## src/rtl/rpg_dump.sv

```systemverilog
// ============================================================================
// rpg_dump : memory readback engine, streams words as UART 8N1 plus XOR checksum
// Optional: RPG_DUMP_HEADER_EN prepends a 4-byte header (0xA5, count LE).
// Revision : 1.0
// ============================================================================
`default_nettype none

module rpg_dump #(
  parameter int CLKS_PER_BIT = 217,
  parameter int ADDR_W       = 23
) (
  input  logic              clk,
  input  logic              rst,
  input  logic              start,
  input  logic [ADDR_W-1:0] base_addr,
  input  logic [ADDR_W-1:0] count,
  output logic [ADDR_W-1:0] mem_addr,
  output logic              mem_read,
  input  logic [31:0]       mem_data,
  input  logic              mem_ok,
  output logic              tx,
  output logic              busy,
  output logic              done,
  output logic [7:0]        xorc
);

  localparam int TW = (CLKS_PER_BIT > 1) ? $clog2(CLKS_PER_BIT) : 1;
  localparam logic [TW-1:0]     C_TIMER_LAST = TW'(CLKS_PER_BIT - 1);
  localparam logic [ADDR_W-1:0] C_ONE        = ADDR_W'(1);

  localparam logic [2:0] ST_IDLE  = 3'd0;
  localparam logic [2:0] ST_FETCH = 3'd1;
  localparam logic [2:0] ST_SEND  = 3'd2;
  localparam logic [2:0] ST_CHK   = 3'd3;
  localparam logic [2:0] ST_FIN   = 3'd4;
`ifdef RPG_DUMP_HEADER_EN
  localparam logic [2:0] ST_HDR   = 3'd5;
`endif

  logic [2:0]        state_q, state_d;
  logic [ADDR_W-1:0] addr_q, addr_d;
  logic [ADDR_W-1:0] remain_q, remain_d;
  logic [31:0]       data_q, data_d;
  logic [1:0]        idx_q, idx_d;
  logic [7:0]        xorc_q, xorc_d;
  logic              tx_q, tx_d;
  logic              busy_q, busy_d;
  logic              done_q, done_d;
  logic              mem_read_q, mem_read_d;
  logic [TW-1:0]     timer_q, timer_d;
  logic [3:0]        bit_q, bit_d;

  logic       w_sending;
  logic       w_bit_end;
  logic       w_frame_start;
  logic       w_frame_end;
  logic [7:0] w_byte;
  logic [2:0] w_bit_idx;

  // Every state that owns the line shares one bit timer / bit counter.
`ifdef RPG_DUMP_HEADER_EN
  assign w_sending = (state_q == ST_SEND) || (state_q == ST_CHK) || (state_q == ST_HDR);
`else
  assign w_sending = (state_q == ST_SEND) || (state_q == ST_CHK);
`endif
  assign w_bit_end     = (timer_q == C_TIMER_LAST);
  assign w_frame_start = (timer_q == '0) && (bit_q == 4'd0);
  assign w_frame_end   = w_bit_end && (bit_q == 4'd9);
  assign w_bit_idx     = 3'(bit_q - 4'd1);

  always_comb begin
    w_byte = xorc_q;
    case (state_q)
      ST_SEND: w_byte = data_q[{idx_q, 3'b000} +: 8];
`ifdef RPG_DUMP_HEADER_EN
      ST_HDR: begin
        case (idx_q)
          2'd0:    w_byte = 8'hA5;
          2'd1:    w_byte = remain_q[7:0];
          2'd2:    w_byte = remain_q[15:8];
          default: w_byte = {1'b0, remain_q[22:16]};
        endcase
      end
`endif
      default: w_byte = xorc_q;
    endcase
  end

  always_ff @(posedge clk or posedge rst) begin
    if (rst) begin
      state_q    <= ST_IDLE;
      addr_q     <= '0;
      remain_q   <= '0;
      data_q     <= '0;
      idx_q      <= 2'd0;
      xorc_q     <= 8'h00;
      tx_q       <= 1'b1;
      busy_q     <= 1'b0;
      done_q     <= 1'b0;
      mem_read_q <= 1'b0;
      timer_q    <= '0;
      bit_q      <= 4'd0;
    end else begin
      state_q    <= state_d;
      addr_q     <= addr_d;
      remain_q   <= remain_d;
      data_q     <= data_d;
      idx_q      <= idx_d;
      xorc_q     <= xorc_d;
      tx_q       <= tx_d;
      busy_q     <= busy_d;
      done_q     <= done_d;
      mem_read_q <= mem_read_d;
      timer_q    <= timer_d;
      bit_q      <= bit_d;
    end
  end

  always_comb begin
    state_d = state_q;
    case (state_q)
      ST_IDLE: begin
        if (start) begin
`ifdef RPG_DUMP_HEADER_EN
          state_d = ST_HDR;
`else
          state_d = (count != '0) ? ST_FETCH : ST_CHK;
`endif
        end
      end
`ifdef RPG_DUMP_HEADER_EN
      ST_HDR:   if (w_frame_end && idx_q == 2'd3)
                  state_d = (remain_q != '0) ? ST_FETCH : ST_CHK;
`endif
      ST_FETCH: if (mem_read_q && mem_ok) state_d = ST_SEND;
      ST_SEND:  if (w_frame_end && idx_q == 2'd3)
                  state_d = (remain_q == C_ONE) ? ST_CHK : ST_FETCH;
      ST_CHK:   if (w_frame_end) state_d = ST_FIN;
      ST_FIN:   state_d = ST_IDLE;
      default:  state_d = ST_IDLE;
    endcase
  end

  always_comb begin
    addr_d     = addr_q;
    remain_d   = remain_q;
    data_d     = data_q;
    idx_d      = idx_q;
    xorc_d     = xorc_q;
    busy_d     = busy_q;
    done_d     = 1'b0;
    mem_read_d = mem_read_q;
    timer_d    = '0;
    bit_d      = 4'd0;
    tx_d       = 1'b1;

    if (w_sending) begin
      case (bit_q)
        4'd0:    tx_d = 1'b0;
        4'd9:    tx_d = 1'b1;
        default: tx_d = w_byte[w_bit_idx];
      endcase
      if (w_bit_end) begin
        if (bit_q == 4'd9) begin
          idx_d = idx_q + 2'd1;
        end else begin
          bit_d = bit_q + 4'd1;
        end
      end else begin
        timer_d = timer_q + TW'(1);
        bit_d   = bit_q;
      end
    end

    case (state_q)
      ST_IDLE: begin
        if (start) begin
          addr_d   = base_addr;
          remain_d = count;
          xorc_d   = 8'h00;
          busy_d   = 1'b1;
          idx_d    = 2'd0;
`ifdef RPG_DUMP_HEADER_EN
          mem_read_d = 1'b0;
`else
          mem_read_d = (count != '0);
`endif
        end
      end
`ifdef RPG_DUMP_HEADER_EN
      ST_HDR: begin
        if (w_frame_end && idx_q == 2'd3) mem_read_d = (remain_q != '0);
      end
`endif
      ST_FETCH: begin
        if (mem_read_q && mem_ok) begin
          data_d     = mem_data;
          mem_read_d = 1'b0;
          idx_d      = 2'd0;
        end
      end
      ST_SEND: begin
        if (w_frame_start) xorc_d = xorc_q ^ w_byte;
        if (w_frame_end && idx_q == 2'd3) begin
          remain_d   = remain_q - C_ONE;
          addr_d     = addr_q + C_ONE;
          mem_read_d = (remain_q != C_ONE);
        end
      end
      ST_FIN: begin
        done_d = 1'b1;
        busy_d = 1'b0;
      end
      default: ;
    endcase
  end

  assign mem_addr = addr_q;
  assign mem_read = mem_read_q;
  assign tx       = tx_q;
  assign busy     = busy_q;
  assign done     = done_q;
  assign xorc     = xorc_q;

endmodule

`default_nettype wire
```

## config.mk

```make
export PLATFORM = sky130hd
export DESIGN_NAME = rpg_dump
export DESIGN_NICKNAME = d
export VERILOG_FILES = /design/src/rtl/rpg_dump.sv
export SDC_FILE = /design/constraint.sdc
export NUM_CORES = 1
export LEC_CHECK = 0
export CORE_UTILIZATION = 45
export DETAILED_ROUTE_END_ITERATION = 8
export PLACE_DENSITY = 0.75
export REMOVE_ABC_BUFFERS = 1
export SLEW_MARGIN = 10
export SYNTH_ARGS = -nofsm -noshare
export SYNTH_HDL_FRONTEND = slang
export SYNTH_SLANG_ARGS = --single-unit
```

## constraint.sdc

```tcl
create_clock -name clk -period 12.16 [get_ports clk]
set_clock_uncertainty 0.05 [all_clocks]
set_input_delay 3.04 -clock clk [delete_from_list [all_inputs] [get_ports clk]]
set_output_delay 3.04 -clock clk [all_outputs]
set_load 0.005 [all_outputs]
```

## Word level (Yosys, flattened, before mapping)

Cells that the tools add are included.

- Register bits: 107
- Bits in latches: 0
- Memory bits (writable): 0
- Bits in read-only memories: 0
- Bits of input ports: 82
- Output and inout port bits: 35
- Word-level logic and storage cells: 93
- Memories: 0

- Add/sub/neg operators: 6
- Multipliers: 0
- Divide/modulo/power cells: 0
- Magnitude comparators: 1
- Eq/ne operators: 15
- Shift-type cells: 1
- Mux-type cells: 39
- Bitwise logic cells: 1
- Reductions and logical operators: 18

Operators by type and width:

| operator | count |
|---|---|
| two-way mux 23 bit | 4 |
| case mux 23 bit (2 select lines) | 2 |
| two-way mux 8 bit | 5 |
| indexed part select 32 x 6 -> 8 bit | 1 |
| adder 23 x 1 -> 23 bit (second input constant) | 1 |
| == test 23 x 1 -> 1 bit (second input constant) | 1 |
| inequality test 23 x 1 -> 1 bit (second input constant) | 1 |
| nonzero test 23 bit | 1 |
| subtractor 23 x 1 -> 23 bit (second input constant) | 1 |
| case mux 8 bit (2 select lines) | 1 |
| two-way mux 2 bit | 7 |
| two-way mux 3 bit | 4 |
| two-way mux 4 bit | 3 |
| case mux 3 bit (4 select lines) | 1 |
| adder 8 x 1 -> 8 bit (second input constant) | 1 |
| == test 8 bit (second input constant) | 1 |
| logical NOT 8 bit | 1 |
| inequality test 2 bit (second input constant) | 4 |
| AND reduction 4 bit | 2 |
| bitwise XOR 8 bit | 1 |
| two-way mux 1 bit | 7 |
| == test 3 x 2 -> 1 bit (second input constant) | 2 |
| AND reduction 3 bit | 2 |
| adder 4 x 1 -> 4 bit (second input constant) | 1 |
| 19 further kinds | 26 |

## Depth between registers and ports, before layout

Gate-level depths: netlist (run 1).

- Depth after elaboration: 6
- Gate-level depth with buffers: 9
- Mapped depth without buffers: 7

## Worst setup path before layout (run 1)

Ideal clock, no wire load.

- Kind: input-to-reg
- Start point: input start
- End point: register addr_q[10] (netlist: mem_addr[10])
- Setup time: 0.127 ns
- Data arrival time: 4.301 ns
- Data required time: 11.983 ns
- Path slack: 7.683 ns
- Cell stages on the path: 7
- Path buffers: 2
- Path through: nand2b_1 > nor3_1 > clkbuf_1 > a31oi_1 > clkbuf_1 > nor2_1 > o2bb2a_1

- Word-level cells in the longest chain between the ends: 2

RTL lines:

| element | RTL line | text |
|---|---|---|
| start, declared | 14 | `input logic start,` |
| inequality test 2 bit (no source line) | -- |  |
| AND reduction 3 bit (no source line) | -- |  |
| end signal, assigned | 105 | `addr_q <= addr_d;` |
| end, declared | 41 | `logic [ADDR_W-1:0] addr_q, addr_d;` |

No other way between the ends.
A chain may end at the register's enable or synchronous reset.

## Worst setup path in the final report (run 1)

- Start point: input start
- End point: register remain_q[9]

- Word-level cells in the longest chain between the ends: 2

RTL lines:

| element | RTL line | text |
|---|---|---|
| inequality test 2 bit (no source line) | -- |  |
| AND reduction 3 bit (no source line) | -- |  |
| end signal, assigned | 106 | `remain_q <= remain_d;` |
| end, declared | 42 | `logic [ADDR_W-1:0] remain_q, remain_d;` |

No other way between the ends.

==> results of run 1 <==
## flip-flops by register name, summed over array words and instances (netlist names)
name / cells
bit_q: 4
busy: 1
data_q: 32
done: 1
idx_q: 2
mem_addr: 23
mem_read: 1
remain_q: 23
state_q: 3
timer_q: 8
tx: 1
xorc: 8
## power groups by stage
stage	combinational, mW	sequential, mW	clock, mW
after floorplan	0.0304	0.372	0
after global placement	0.0720	0.374	0
after detailed placement	0.0733	0.374	0
after CTS	0.0737	0.367	0.313
after global routing	0.0804	0.368	0.325
final	0.0734	0.367	0.307
## synth_stat cells (all sizes together) (3+ instances only)
library cell,number,area share [%]
a21oi,49,4.2
a22o,5,0.74
a22oi,4,0.51
a2bb2oi,6,1.0
a31oi,12,1.3
a32oi,3,0.45
and3,10,1.1
buf,6,0.47
clkbuf,32,2.0
dfrtp,106,45
ha,9,1.9
inv,10,0.64
mux2,33,6.3
mux4,9,3.4
nand2,38,2.4
nand2b,5,0.53
nand3,33,2.8
nand4,9,0.95
nor2,58,3.7
nor3,20,1.8
nor3b,3,0.38
nor4,9,1.1
o211ai,3,0.38
o21a,3,0.38
o21ai,42,3.6
o22a,11,1.6
o22ai,9,0.95
o2bb2a,3,0.51
o2bb2ai,5,0.74
o32ai,4,0.59
or3,7,0.83
or4,4,0.57
xor2,14,2.1
## path summary, 6_finish.rpt
| check | from | end | slack (ps) | cells past startpoint |
|---|---|---|---|---|
| max | start | remain_q[9] | 7100 | 7 |
| min | data_q[6] | data_q[6] | 460 | 1 |
| max reg2reg | timer_q[0] | remain_q[9] | 9050 | 7 |
| min reg2reg | data_q[6] | data_q[6] | 460 | 1 |
| min in group asynchronous | rst | remain_q[17] | 3010 | 2 |
| max in group asynchronous | rst | bit_q[2] | 7780 | 3 |
## layout make-up
| cell class | instances | share of cell area (%) |
|---|---|---|
| multi-input cells | 452 | 40.7 |
| flip-flops and latches | 107 | 35.7 |
| repair buffers | 122 | 16.1 |
| clock buffers | 9 | 3.00 |
| well taps | 172 | 2.87 |
| clock inverters | 7 | 1.15 |
| inverters | 10 | 0.533 |
## kinds of logic after synthesis
group / Yosys count
flops: 107
mux: 44
buf+inv: 48
fa+ha+maj: 9
xor+xnor: 15
simple gates: 210
compound gates: 174
## stage by stage
stage	cell area [um^2]	util (%)	worst slack, ps	power (mW)
after floorplan	5750	-	4330	0.403
after global placement	7200	56.6	6820	0.446
after detailed placement	7200	56.6	6770	0.447
after CTS	7510	59.0	7100	0.754
after global routing	7510	59.0	6910	0.773
final	7510	59.0	7100	0.747
## layout by cell type (no fill, tap or decap), drive strengths merged, types with 3 or more instances in the layout
cell type,count
clkdlybuf4s50,116
dfrtp,106
nor2,58
a21oi,49
o21ai,42
nand2,38
mux2,33
nand3,33
nor3,20
xor2,14
a31oi,12
inv,12
o22a,11
and3,10
nand4,9
mux4,9
o22ai,9
ha,9
clkbuf,9
nor4,9
or3,7
buf,6
a2bb2oi,6
nand2b,5
o2bb2ai,5
a22o,5
a22oi,4
o32ai,4
or4,4
clkinv,4
o21a,3
o211ai,3
a32oi,3
o2bb2a,3
nor3b,3
## layer usage
| metal | part of all wire, % | wire length (um) | vias up |
|---|---|---|---|
| met5 | 0 | 0 | - |
| met4 | 1.6 | 244 | 0 |
| met3 | 7.5 | 1140 | 19 |
| met2 | 47 | 7170 | 194 |
| met1 | 44 | 6590 | 2580 |
| li1 | - | - | 2464 |
==> reports/results.tsv, run 1 <==
metric	value	unit
outcome	finished clean	
H-tree depth	3	
CTS tree	built	
worst-path fanout max	44	
gr busiest metal	met2	
Worst Tran Pin Value	932	ps
PD cells	99.5	nW/um^2
Startpoint Class	input port	
antenna violations before repair	0	
mapped cell area	5900	um^2
gr usage total	23.4	%
number of synthesized flops with an enable pin	0	
share of synthesized area spent on multiplexers	10.1	%
Unique masters post-synth	68	
DR vias/cell	5.98	
RSZ-0062 raised after global routing	no	
largest family of logic cells by synthesized area	compound AO/OA/AOI/OAI gates	
Post-CTS Setup Inserts	0	
crit-path cells	clkdlybuf4s50_1 -> nand2b_1 -> nor3_1 -> buf_4 -> a31o_2 -> o21ai_0 -> a22o_1	
P_sw	0.183	mW
DRT antenna net count	0	
hold_ws	458	ps
post-synthesis register bit count	107	
FP Rows	41	
part of the cycle the worst path needs	41.6	%
detailed-route wire length	15100	um
HPWL Detailed	10400	um
Fmax achieved	0.197	GHz
clk root buf	clkbuf_16	
met2 Use GR	37.6	%
sequential fraction of the synthesis area	45.4	%
Crit path max-delay family	compound AO/OA/AOI/OAI gates	
Buf+Inv Stages, Crit Path	2	
mean post-synth cell area	9.72	um^2
Final Hold Vio Count	0	
Max Slew Vio Count	0	
full die area	13600	um^2
clock share of power	41.0	%
prevailing post-synth register cell	dfrtp_1	
Comb power frac	9.8	%
DRT iter0 DRCs	406	
first-pass GRT wire length	24600	um
arrival time at the worst endpoint	5260	ps
Internal	0.564	mW
placer congestion estimate	0.828	
gate count of the mapped netlist	607	
gr ovfl total	0	
Worst-Skew Late Latency	360	ps
die width	117	um
final setup fails	0	
Syn-to-layout area delta	27.3	%
Clock Pin Slew Worst Setup and Hold Paths	70	ps
Setup CP Type	in2reg	
drt pass-1 iters	5	
slowest cell on the critical path	a31o_2	
worst vdd ir	0.0000972	V
met3 usage	5.19	%
CTS sink cnt	107	
CP required	12360	ps
Post-Synth Adder-Cell Area	1.91	%
Post-CTS Resized	0	
vias in the first global route	5049	
Placed Cells	863	
Reg area	2680	um^2
layout cells sized above 1	11.2	%
Critical Path End Type	flop	
M1 GR Usage	30.8	%
CORE AREA	12700	um^2
largest net degree at the start of global routing	77	
wire length per cell	17.2	um
final net count	793	
area share of xor/xnor cells in the synthesized design	2.23	%
HP Class	reg2reg	
Post-CTS Hold Fix Bufs	0	
sequential share of power	49.1	%
Multi-input gate area	3060	um^2
Starting Density	46.4	%
Cell Count, Final, Fillers Out	879	
Setup TNS	0	ps
cell leakage power	3.10	nW
DR DRC count	0	
Num CTS Buffers	9	
Async S/R FF share, synth	100	%
I/O Buffers	116	
Ant. Diodes	0	
vias	5257	
net switching share of the total power	24.5	%
max-cap viol count	0	
Synth Warn #	0	
Simple-Gate Fraction of Synth Area	18.0	%
Critical Path Max Stage Delay	730	ps
compound-cell area share of the yosys netlist	19.2	%
Rel. slew slack	37.4	%
Die Y	117	um
Clock Tree Buf Depth	2	
I/O pins	117	
minimum clock period	5060	ps
fill count	1122	
(Power assumes the default switching activity.)
==> run 2, diff against run 1 <==
--- a/config.mk
+++ b/config.mk
@@ -7,7 +7,7 @@
 export LEC_CHECK = 0
 export CORE_UTILIZATION = 45
 export DETAILED_ROUTE_END_ITERATION = 8
-export PLACE_DENSITY = 0.75
+export PLACE_DENSITY = 0.78
 export REMOVE_ABC_BUFFERS = 1
 export SLEW_MARGIN = 10
 export SYNTH_ARGS = -nofsm -noshare
==> constraint.sdc (replaced) <==
create_clock -name clk -period 4.6 [get_ports clk]
set_clock_uncertainty 0.05 [all_clocks]
set_input_delay 1.15 -clock clk [delete_from_list [all_inputs] [get_ports clk]]
set_output_delay 1.15 -clock clk [all_outputs]
set_load 0.005 [all_outputs]
==> run 2 against run 1 <==
Compared with the run above: sequential share of layout area about the same; final cell count increased by 0.23%; wire length down 0.32%; critical endpoint unchanged; via count up 0.48%; power grew to 2.6 times the previous value; count of clock-buffer cells in the layout is the same; critical path type unchanged; sequential cell count is the same; combinational power rose to 2.7 times the previous value; non-clock buffer count increased by 2; core utilization down 0.079 points; sequential power increased to 2.6 times the previous value.
==> reports/results.tsv, run 2 (synthesis results as in run 1) <==
metric	value	unit	change
outcome	finished clean		
RSZ-0062 raised after global routing	no		
Comb power frac	10.2	%	+0.4 points
Num CTS Buffers	9		unchanged
DR DRC count	0		unchanged
HPWL Detailed	10600	um	+2.1%
Worst R2R Start	timer_q[0]		
sequential share of power	50.5	%	+1.4 points
Cell Count, Final, Fillers Out	881		+0.23%
placer congestion estimate	0.859		+3.7%
I/O Buffers	116		unchanged
worst vdd ir	0.000199	V	+100%
Worst-Skew Late Latency	360	ps	about the same
Worst Tran Pin Value	920	ps	-12.1 ps
final setup fails	0		unchanged
flop2flop setup slack	1590	ps	-7460 ps
arrival time at the worst endpoint	3230	ps	-2030 ps
Multi-input gate area	3060	um^2	unchanged
Die Y	117	um	unchanged
Reg area	2680	um^2	unchanged
Ant. Diodes	0		unchanged
crit-path cells	clkdlybuf4s50_1 -> nand2b_1 -> nor3_1 -> buf_4 -> a31o_2 -> buf_4 -> o21ai_0 -> a22o_1		
met3 usage	6.02	%	+0.83 points
detailed-route wire length	15100	um	-0.32%
layout cells sized above 1	11.4	%	+0.25 points
R2R depth	8		+1
Placed Cells	865		+0.23%
net switching share of the total power	25.3	%	+0.75 points
Clock Pin Slew Worst Setup and Hold Paths	80	ps	about the same
number of flip-flops in the largest register	32		unchanged
setup ws final	1560	ps	-5530 ps
clock share of power	39.4	%	-1.6 points
P_sw	0.486	mW	+170%
HP Class	reg2reg		
met2 Use GR	37.4	%	-0.12 points
Post-CTS Hold Fix Bufs	0		unchanged
vias	5282		+0.48%
Setup CP Type	in2reg		
Internal	1.44	mW	+150%
Clock Tree Buf Depth	2		unchanged
Max Slew Vio Count	0		unchanged
Reg with most FFs	data_q		
Reg2Reg Capture Point	remain_q[9]		
Critical Path End Type	flop		
Rel. slew slack	38.2	%	+0.81 points
gr ovfl total	0		unchanged
part of the cycle the worst path needs	66.0	%	
hold path start	data_q[25]		
Buf+Inv Stages, Crit Path	3		+1
worst-path fanout max	32		-27%
fill count	1118		-0.36%
CTS tree	built		
commonest non-fill, non-tap cell in the layout	clkdlybuf4s50_1		
DRT antenna net count	0		unchanged
Post-CTS Setup Inserts	0		unchanged
CORE AREA	12700	um^2	unchanged
PD cells	256	nW/um^2	+160%
Startpoint Class	input port		
largest net degree at the start of global routing	72		-6.5%
most frequent cells in the layout	clkdlybuf4s50_1 (116), dfrtp_1 (106), nor2_1 (57)		
Fmax achieved	0.329	GHz	
hold path depth	1		unchanged
Worst Setup Slack post-DPL	1210	ps	-5560 ps
gr usage total	23.5	%	+0.089 points
die width	117	um	unchanged
Critical Path Max Stage Delay	510	ps	-220 ps
wire length per cell	17.1	um	-0.55%
first-pass GRT wire length	24800	um	+0.56%
Final Hold Vio Count	0		unchanged
DR vias/cell	6.00		+0.25%
most frequent CP cell	buf_4		
CTS sink cnt	107		unchanged
slowest cell on the critical path	clkdlybuf4s50_1		
final core occ	59.0	%	-0.079 points
drt pass-1 iters	5		unchanged
minimum clock period	3040	ps	
FP Rows	41		unchanged
Post-CTS Resized	0		unchanged
Starting Density	46.4	%	unchanged
cell leakage power	3.09	nW	about the same
vias in the first global route	5192		+2.8%
gr busiest metal	met2		
WP depth	8		+1
Syn-to-layout area delta	27.1	%	
Final Cell Area	7500	um^2	-0.13%
antenna violations before repair	0		unchanged
Pwr Total	1.92	mW	+160%
M1 GR Usage	30.5	%	-0.30 points
Crit path max-delay family	buffers and inverters		
full die area	13600	um^2	unchanged
max-cap viol count	0		unchanged
CP required	4800	ps	-7560 ps
DRT iter0 DRCs	635		+56%
placement-stage cell area	7210	um^2	+0.21%
final net count	795		+0.25%
I/O pins	117		unchanged
Hold Path End	data_q[25]		
H-tree depth	3		unchanged
clk root buf	clkbuf_16		
==> run 2: cell types whose count changed in the layout (fill, tap and decap cells not counted), sizes merged <==
cell,before,now
buf,6,8
bufinv,1,0
clkinvlp,0,1
clkinv,4,3
inv,12,13
==> run 2: per-layer routing <==
metal	vias to the layer above	wire length, um
met4	0	321
met3	26	1200
li1	2468	-
met2	243	7110
met5	-	0
met1	2545	6450
==> run 2: worst max-delay path by stage <==
stage	endpoint	slack [ps]	start
6_report	remain_q[9]	1560	start
5_1_grt	remain_q[9]	1390	bit_q[0]
4_1_cts	remain_q[9]	1590	start
3_5_place_dp	remain_q[9]	1210	start
3_3_place_gp	remain_q[9]	1270	start
2_1_floorplan	mem_addr[12]	-3230	state_q[0]
==> run 2: area by class of cell <==
cell class / count / area share [%]
Inverter: 10 / 0.534
Multi-Input combinational cell: 452 / 40.8
Clock inverter: 7 / 0.817
Tap cell: 172 / 2.87
Timing Repair Buffer: 124 / 16.3
Sequential cell: 107 / 35.7
Clock buffer: 9 / 3.00
==> run 2: power groups by stage <==
| stage | registers [mW] | logic, mW | clock network, mW |
|---|---|---|---|
| 3_5_place_dp | 0.988 | 0.195 | 0 |
| 2_1_floorplan | 0.985 | 0.0805 | 0 |
| 3_3_place_gp | 0.987 | 0.191 | 0 |
| 4_1_cts | 0.970 | 0.197 | 0.773 |
| 5_1_grt | 0.973 | 0.214 | 0.808 |
| 6_report | 0.971 | 0.196 | 0.757 |
==> run 2: worst register-to-register path, cell delays in order (launching register included) <==
cell,delay (ps)
dfrtp_1,440
inv_1,80
ha_1,140
or3b_1,400
nor3_1,560
a31o_2,430
buf_4,380
o21ai_0,160
a22o_1,240
==> run 2: through the flow <==
step	setup TNS, ps	hold WS (ps)
6_report	0	456
2_1_floorplan	-121080	420
3_5_place_dp	0	442
5_1_grt	0	473
3_3_place_gp	0	436
4_1_cts	0	459
==> run 3, diff against run 2 <==
--- a/config.mk
+++ b/config.mk
@@ -7,7 +7,7 @@
 export LEC_CHECK = 0
 export CORE_UTILIZATION = 45
 export DETAILED_ROUTE_END_ITERATION = 8
-export PLACE_DENSITY = 0.78
+export PLACE_DENSITY = 0.75
 export REMOVE_ABC_BUFFERS = 1
 export SLEW_MARGIN = 10
 export SYNTH_ARGS = -nofsm -noshare
==> constraint.sdc (replaced) <==
create_clock -name clk -period 3.1 [get_ports clk]
set_clock_uncertainty 0.05 [all_clocks]
set_input_delay 0.775 -clock clk [delete_from_list [all_inputs] [get_ports clk]]
set_output_delay 0.775 -clock clk [all_outputs]
set_load 0.005 [all_outputs]
==> run 3 against run 2 <==
Compared with the run above: cell area up 2.2%; die area unchanged; first-iteration DRC count down 28%; wire length up 0.27%; sequential cell count unchanged; via count up 1.4%; final cell count up 1.1%; critical path depth down 1; register-to-register slack worse by 1200 ps; sequential share of layout area down 0.77 points; count of clock-buffer cells in the layout up 1; largest power group unchanged.
==> reports/results.tsv, run 3 (synthesis results as in run 1) <==
metric	value	unit	change
crit-path cells	inv_1 -> ha_1 -> or4bb_1 -> o31ai_2 -> nand3_1 -> xor2_1 -> nor2_1		
Ant. Diodes	0		unchanged
Post-CTS Resized	0		unchanged
detailed-route wire length	15100	um	+0.27%
layout cells sized above 1	12.7	%	+1.2 points
PD cells	390	nW/um^2	+52%
number of flip-flops in the largest register	32		unchanged
Worst Tran Pin Value	849	ps	-70.8 ps
Hold Path End	data_q[19]		
largest net degree at the start of global routing	77		+6.9%
Reg2Reg Capture Point	xorc[0]		
placer congestion estimate	0.874		+1.7%
Max Slew Vio Count	0		unchanged
Clock Pin Slew Worst Setup and Hold Paths	70	ps	about the same
flop2flop setup slack	390	ps	-1200 ps
Die Y	117	um	unchanged
setup ws final	386	ps	-1180 ps
Critical Path End Type	flop		
arrival time at the worst endpoint	2900	ps	-330 ps
Post-CTS Setup Inserts	0		unchanged
R2R depth	7		-1
CTS sink cnt	107		unchanged
Critical Path Max Stage Delay	700	ps	+190 ps
gr usage total	23.5	%	-0.033 points
Setup CP Type	reg2reg		
hold path start	data_q[19]		
Final Cell Area	7670	um^2	+2.2%
worst-path fanout max	13		-59%
DRT antenna net count	0		unchanged
outcome	finished clean		
minimum clock period	2710	ps	
Clock Tree Buf Depth	2		unchanged
full die area	13600	um^2	unchanged
Worst R2R Start	bit_q[0]		
Reg with most FFs	data_q		
wire length per cell	17.0	um	-0.85%
Pwr Total	2.99	mW	+55%
hold path depth	1		unchanged
max-cap viol count	0		unchanged
placement-stage cell area	7340	um^2	+1.7%
Rel. slew slack	43.0	%	+4.9 points
HPWL Detailed	10700	um	+0.52%
RSZ-0062 raised after global routing	no		
Final Hold Vio Count	0		unchanged
I/O Buffers	116		unchanged
vias	5354		+1.4%
gr ovfl total	0		unchanged
Placed Cells	875		+1.2%
final setup fails	0		unchanged
I/O pins	117		unchanged
H-tree depth	3		unchanged
worst vdd ir	0.000332	V	+67%
first-pass GRT wire length	24700	um	-0.14%
hold_ws	456	ps	+0.759 ps
slowest cell on the critical path	o31ai_2		
Worst Setup Slack post-DPL	429	ps	-785 ps
antenna violations before repair	0		unchanged
final net count	805		+1.3%
die width	117	um	unchanged
FP Rows	41		unchanged
cell leakage power	3.19	nW	+3.0%
CORE AREA	12700	um^2	unchanged
HP Class	reg2reg		
CP required	3290	ps	-1510 ps
Syn-to-layout area delta	29.9	%	
clk root buf	clkbuf_16		
Startpoint Class	flop		
Starting Density	46.4	%	unchanged
DR vias/cell	6.01		+0.23%
Fmax achieved	0.368	GHz	
DRT iter0 DRCs	458		-28%
Post-CTS Hold Fix Bufs	0		unchanged
drt pass-1 iters	5		unchanged
Cell Count, Final, Fillers Out	891		+1.1%
most frequent cells in the layout	clkdlybuf4s50_1 (116), dfrtp_1 (106), nor2_1 (57)		
Setup TNS	0	ps	unchanged
commonest non-fill, non-tap cell in the layout	clkdlybuf4s50_1		
Num CTS Buffers	9		unchanged
final core occ	60.3	%	+1.3 points
vias in the first global route	5051		-2.7%
Worst-Skew Late Latency	350	ps	about the same
DR DRC count	0		unchanged
part of the cycle the worst path needs	87.5	%	
CTS tree	built		
run 3: cell types whose count changed in the layout (fill, tap and decap cells not counted):
cell / change
buf_12: +4
buf_4: +6
bufinv_16: +2
clkbuf_8: +1
clkinv_2: +1
clkinv_4: -1
clkinvlp_4: -1
inv_8: -2
run 3: how the worst max path moves through the flow:
stage	from	to	slack, ps	cells past startpoint
after floorplan	state_q[0]	mem_addr[12]	-4730	4
after global placement	start	mem_addr[18]	500	6
after detailed placement	start	mem_addr[18]	430	6
after CTS	bit_q[0]	xorc[0]	450	7
after global routing	bit_q[0]	xorc[6]	220	7
final	bit_q[0]	xorc[0]	390	7
run 3: power breakdown:
group	switching (mW)	total (mW)	internal, mW
sequential	0.0258	1.44	1.41
clock	0.520	1.25	0.732
combinational	0.133	0.299	0.166
run 3: worst max-delay path, delay by kind of cell, from the launching register on:
family                   cells  cell delay [ps]
flip-flops                   1              550
AND/OR/NAND/NOR              3              670
XOR/XNOR                     1              200
AO/OA/AOI/OAI                1              700
buffers and inverters        1              190
adder cells (fa/ha/maj)      1              240
run 3: layout make-up:
class / instances / area [um^2]
fillers: 1078 / 5060
multi-input cells: 452 / 3060
flip-flops and latches: 107 / 2680
repair buffers: 134 / 1350
clock buffers: 10 / 239
well taps: 172 / 215
clock inverters: 6 / 87.6
inverters: 10 / 40.0
run 3: metal layers:
layer / part of all wire, % / global-route usage, % / wire [um] / vias up
met5: 0 / 0 / 0 / -
met4: 1.6 / 8.80 / 246 / 0
met3: 7.0 / 4.77 / 1050 / 23
met2: 46 / 36.5 / 6980 / 209
met1: 45 / 32.5 / 6850 / 2630
li1: - / - / - / 2492
